**src/rtl/mod_updown_counter_pkg.sv**
```systemverilog
// Shared constants and helpers for the up/down modulus counter family.
package mod_updown_counter_pkg;

  localparam int MODE_WRAP = 0;
  localparam int MODE_SAT  = 1;

  // Prescaler width; a DIV of 1 still gets a 1-bit width so declarations stay legal.
  function automatic int pw_of(input int div);
    return (div > 1) ? $clog2(div) : 1;
  endfunction

endpackage

```
**src/rtl/mod_updown_counter_div.sv**
```systemverilog
// Enable prescaler: step fires once per DIV enabled cycles; clr restarts the count.
module clk_en_divider
  import mod_updown_counter_pkg::*;
#(
  parameter int DIV = 1
) (
  input  logic clk,
  input  logic rst,
  input  logic en,
  input  logic clr,
  output logic step
);

  localparam int PW = pw_of(DIV);

  if (DIV == 1) begin : g_nodiv
    // No prescaler register: every enabled cycle is a step.
    logic unused_div;
    assign unused_div = ^{clk, rst, clr};
    assign step       = en;
  end else begin : g_div
    localparam logic [PW-1:0] TERM = PW'(DIV - 1);
    logic [PW-1:0] pre;

    always_ff @(posedge clk or posedge rst) begin
      if (rst)      pre <= '0;
      else if (clr) pre <= '0;
      else if (en)  pre <= (pre == TERM) ? '0 : pre + 1'b1;
    end

    assign step = en && (pre == TERM);
  end

endmodule

```
**src/rtl/mod_updown_counter.sv**
```systemverilog
// Runtime-modulus up/down counter with load, prescaler and wrap/saturate end handling.
module mod_updown_counter
  import mod_updown_counter_pkg::*;
#(
  parameter int                N    = 10,
  parameter longint unsigned   MOD  = 64'd1 << N,
  parameter int                DIV  = 1,
  parameter int                MODE = MODE_WRAP
) (
  input  logic         clk,
  input  logic         rst,
  input  logic         en,
  input  logic         up,
  input  logic         load,
  input  logic [N-1:0] d,
  output logic [N-1:0] q,
  output logic         max_tick,
  output logic         min_tick,
  output logic         wrap,
  output logic         step
);

  if (N < 1 || N > 32 || MOD > (64'd1 << N) || MOD < 2 || DIV < 1) begin : g_bad_params
    $error("mod_updown_counter: illegal N/MOD/DIV combination");
  end

  // End value held at N bits; for MOD == 2**N this is all-ones and wrap is the natural rollover.
  localparam logic [N-1:0] TOP = N'(MOD - 1);

  logic [N-1:0] q_nxt;
  logic         wrap_nxt;

  clk_en_divider #(.DIV(DIV)) u_div (
    .clk  (clk),
    .rst  (rst),
    .en   (en),
    .clr  (load),
    .step (step)
  );

  always_comb begin
    q_nxt    = q;
    wrap_nxt = 1'b0;
    if (load) begin
      q_nxt = (d > TOP) ? TOP : d;
    end else if (step) begin
      if (up) begin
        if (q == TOP) begin
          wrap_nxt = 1'b1;
          if (MODE == MODE_WRAP) q_nxt = '0;
        end else begin
          q_nxt = q + 1'b1;
        end
      end else begin
        if (q == '0) begin
          wrap_nxt = 1'b1;
          if (MODE == MODE_WRAP) q_nxt = TOP;
        end else begin
          q_nxt = q - 1'b1;
        end
      end
    end
  end

  always_ff @(posedge clk or posedge rst) begin
    if (rst) begin
      q    <= '0;
      wrap <= 1'b0;
    end else begin
      q    <= q_nxt;
      wrap <= wrap_nxt;
    end
  end

  assign max_tick = (q == TOP);
  assign min_tick = (q == '0);

endmodule

```
**config.mk**
```make
export PLATFORM = sky130hd
export DESIGN_NAME = mod_updown_counter
export DESIGN_NICKNAME = d
export VERILOG_FILES = /design/src/rtl/mod_updown_counter_pkg.sv /design/src/rtl/mod_updown_counter_div.sv /design/src/rtl/mod_updown_counter.sv
export SDC_FILE = /design/constraint.sdc
export NUM_CORES = 1
export LEC_CHECK = 0
export ABC_AREA = 0
export CORE_MARGIN = 8
export CORE_UTILIZATION = 36
export DETAILED_ROUTE_END_ITERATION = 7
export PLACE_DENSITY = 0.65
export SLEW_MARGIN = 20
export SYNTH_ARGS = -nofsm -noshare
export SYNTH_HDL_FRONTEND = slang
export SYNTH_SLANG_ARGS = --single-unit
```
**constraint.sdc**
```tcl
create_clock -name clk -period 2 [get_ports clk]
set_input_delay 0.4 -clock clk [delete_from_list [all_inputs] [get_ports clk]]
set_output_delay 0.4 -clock clk [all_outputs]
set_load 0.1 [all_outputs]
```
After elaboration in Yosys (flattened, before gate mapping)
Cells that the tools add are included.
{"block": "word_totals", "input_bits": 15, "ff_bits": 11, "word_cells": 19}
{"block": "classes", "n_eq_ne": 1, "reduce_logical": 2, "add_sub_neg": 2, "muxes": 11, "n_lt_le_gt_ge": 1}
{"op": "10-bit 2-to-1 mux", "count": 6}
{"op": "10-bit by 1-bit adder with 10-bit output, second input constant", "count": 1}
{"op": "10-bit equality test, second input constant", "count": 1}
{"op": "10-bit greater-than comparator, second input constant", "count": 1}
{"op": "10-bit logical NOT", "count": 1}
{"op": "10-bit by 1-bit subtractor with 10-bit output, second input constant", "count": 1}
{"op": "1-bit 2-to-1 mux", "count": 5}
{"op": "2-bit nonzero test", "count": 1}

Logic depth before layout (Yosys ltp)
{"block": "logic_depth", "word_depth": 5, "mapped_depth": 7, "mapped_depth_nobuf": 6}

Hierarchy
A second synthesis with hierarchy kept.
{"block": "hier_totals", "hier_cells": 127, "hier_area_um2": 1057.3}
{"module": "mod_updown_counter", "n_inst": 1, "area_each_um2": 1049.8, "cells_per_inst": 126}
{"module": "clk_en_divider", "n_inst": 1, "area_each_um2": 7.5, "cells_per_inst": 1}

Least setup slack after synthesis
Ideal clock, no wire load.
{"block": "synth_timing", "kind": "reg-to-output", "startpoint": "register q[4]", "endpoint": "output port min_tick", "n_path_buf": 0, "setup_slack_ns": -1.563, "path_stages_with_launch": 4, "arrival_ns": 3.163, "t_required_ns": 1.600, "path_cell_list": "dfrtp_1 > or4_4 > or4_4 > nor2_1"}
{"block": "synth_via", "elab_chain_cells": 1}
{"element": "from (decl)", "line_no": "mod_updown_counter.sv:16", "source": "output logic [N-1:0] q,"}
{"element": "from (signal assigned)", "line_no": "mod_updown_counter.sv:70", "source": "q <= q_nxt;"}
{"element": "10-bit logical NOT", "line_no": "mod_updown_counter.sv:76", "source": "assign min_tick = (q == '0);"}
{"element": "to (decl)", "line_no": "mod_updown_counter.sv:18", "source": "output logic min_tick,"}
No other way between the ends.

Worst setup path after layout
{"block": "layout_timing", "startpoint": "register q[2]", "endpoint": "output port min_tick"}
Same word-level chain as after synthesis.

==> impl_metrics.env <==
export IMPL_status="finished with violations"
export IMPL_violations="setup timing"
export IMPL_nets=208
export IMPL_power_mw=1.12
export IMPL_setup_viol=7
export IMPL_ctsHtreeMaxLevel=1
export IMPL_core_area_mm2=0.00278
export IMPL_ys_warn_count=0
export IMPL_critPathTopFamily="simple AND/OR/NAND/NOR gates"
export IMPL_critPathLaunchType="flop"
export IMPL_cts_inserted_buffers=3
export IMPL_worst_slack_ns=-0.457
export IMPL_dp_hpwl_um=2760
export IMPL_synth_fp_nets=157
export IMPL_placed_cells=204
export IMPL_hold_path_class="in -> async"
export IMPL_path_buf_inv=1
export IMPL_grt_total_usage_pct=15.1
export IMPL_port_buffer_count=28
export IMPL_critPathMaxFanout=2
export IMPL_die_w_um=70.2
export IMPL_max_stage_delay_ns=0.55
export IMPL_endpoint_kind="primary output"
export IMPL_critPathKind="reg -> out"
export IMPL_synth_cells=140
export IMPL_root_buffer="clkbuf_4"
export IMPL_reg2reg_depth=6
export IMPL_clock_sinks=11
export IMPL_crit_top_cell="or4_4"
export IMPL_io_pins=29
export IMPL_synth_cell_types=44
export IMPL_wire_per_inst_um=17.2
export IMPL_drcViolationCount=0
export IMPL_dr_pass1_iters=4
export IMPL_max_vdd_ir_drop_mv=0.646
export IMPL_fin_crit_ns=2.46
export IMPL_max_freq_ghz=0.407
export IMPL_clk_latency_ns=0.28
export IMPL_cpMaxStageDelayCell="or4_4"
export IMPL_syn_cell_area_mm2=0.00106
export IMPL_synth_edf_count=0
export IMPL_final_max_slew_viol_count=0
export IMPL_dieArea_mm2=0.00493
export IMPL_syn_to_final_growth_pct=73.6
export IMPL_maxSlewHeadroom_pct=67.3
export IMPL_drive_gt1_share_pct=40.5
export IMPL_antenna_cells=0
export IMPL_antenna_found_initial=0
export IMPL_cp_startpoint="q[2]"
export IMPL_viasPerCell=5.79
export IMPL_multi_input_area_um2=777
export IMPL_num_rows=19
export IMPL_cts_tree="done"
export IMPL_die_height_um=70.2
export IMPL_grt_ovfl_total=0
export IMPL_start_util_pct=38.0
export IMPL_ys_flop_type="dfrtp_1"
export IMPL_ys_seq_area_share_pct=26.0
export IMPL_dp_slack_ns=-0.193
export IMPL_regArea_um2=294
export IMPL_final_antenna_net_count=0
export IMPL_hold_viol=0
export IMPL_grt_first_pass_wirelength_um=6270
export IMPL_worst_clock_skew_ns=0.000222
export IMPL_p_leak_nw=0.720
export IMPL_via_count=1279
export IMPL_tightest_slew_ns=0.489
export IMPL_drt_initial_drc_count=80
export IMPL_path_cells="or4_4 -> or4_4 -> nor2_4 -> buf_12"
export IMPL_place_congestion=0.940
export IMPL_ys_ff_latch=11
export IMPL_cap_viol_max_count=0
export IMPL_fin_crit_sh_pct=123
export IMPL_async_flop_share_pct=100
export IMPL_worstPathArrival_ns=2.06
export IMPL_final_common_cell="buf_4"
export IMPL_r2r_start="q[2]"
export IMPL_syn_area_per_cell_um2=7.55
export IMPL_power_density_mw_per_mm2=611
export IMPL_routed_wl_um=3800
export IMPL_stdcell_count=221
export IMPL_fill_cells=212
export IMPL_cts_buffer_depth=2
export IMPL_final_cell_mix="27 x buf_4, 14 x clkdlybuf4s50_1, 13 x buf_12"
export IMPL_worstSetupPathDepth=4
export IMPL_grt_pass1_vias=1307
export IMPL_grt_setup_unrepaired="yes"
export IMPL_clk_pin_slew_ns=0.08
export IMPL_worstPathRequired_ns=1.60
export IMPL_grt_start_max_net_pins=14
-- registers in the layout (all words and copies together), names as in the netlist --
| signal | flops |
|---|---|
| q | 10 |
| wrap | 1 |
-- path summary, 6_finish.rpt --
kind / end / slack [ns]
max in group asynchronous: q[1] / 1.19
min in group clk: q[6] / 0.67
worst min register to register: q[0] / 0.71
worst max-delay path: min_tick / -0.46
worst max register to register: q[8] / -0.36
worst min-delay path: q[8] / 0.44
-- area by class of cell --
type	count	area share, %
Inverter	8	1.98
Clock buffer	4	1.43
Multi-Input combinational cell	108	42.3
Tap cell	31	2.11
Timing Repair Buffer	59	36.1
Sequential cell	11	16.0
-- cell families after synthesis --
group,count (synthesis),share of synthesized area [%]
adder cells (fa/ha/maj),2,2.37
AO/OA/AOI/OAI,37,24.0
multiplexers,1,1.07
XOR/XNOR,3,2.49
AND/OR/NAND/NOR,65,36.2
flip-flops,11,26.0
buffers and inverters,21,7.81
-- stage by stage --
step	utilization [%]	hold slack, ns	setup TNS (ns)	cell area [um2]
2_1_floorplan	-	0.252	-2.19	1140
3_3_place_gp	59.2	0.695	-0.344	1650
6_report	66.0	0.440	-1.78	1840
4_1_cts	62.7	0.452	-1.48	1740
5_1_grt	66.0	0.465	-2.03	1840
3_5_place_dp	59.2	0.688	-0.465	1650
-- Yosys cell counts (all sizes together), types with 3 or more instances --
library cell  number  area share (%)
a21oi             12             5.7
a31oi              3             1.8
and2               3             1.8
and3               3             1.9
clkbuf            12             4.3
dfrtp             11              26
inv                8             2.8
nand2              6             2.1
nand2b             3             1.8
nand3              8             3.8
nand4              3             1.8
nor2              12             4.3
nor2b              5             3.0
nor3               4             1.9
nor4               3             1.8
o21ai              7             3.3
o31a               3             2.5
or4                5             4.6
-- timing repair --
action	in CTS	in global routing
endpoints found under the hold margin	0	0
hold buffers	0	0
resized for setup	8	8
setup endpoints to repair	6	7
pin swaps	4	5
buffers inserted	5	9
-- where the power goes --
part           internal [mW]  total (mW)  switching (mW)
clock                 0.0775       0.170          0.0922
sequential             0.253       0.291          0.0373
combinational          0.278       0.661           0.383
total                  0.609        1.12           0.512
-- per-layer routing --
layer  vias to the layer above  wire (um)  GRT usage, %
met1                       608       1600          18.4
li1                        621          -             -
met4                         0         36          5.58
met3                         5        209          2.82
met5                         -          0             0
met2                        45       1950          25.7
No activity file was read; power rests on OpenSTA's default activity.
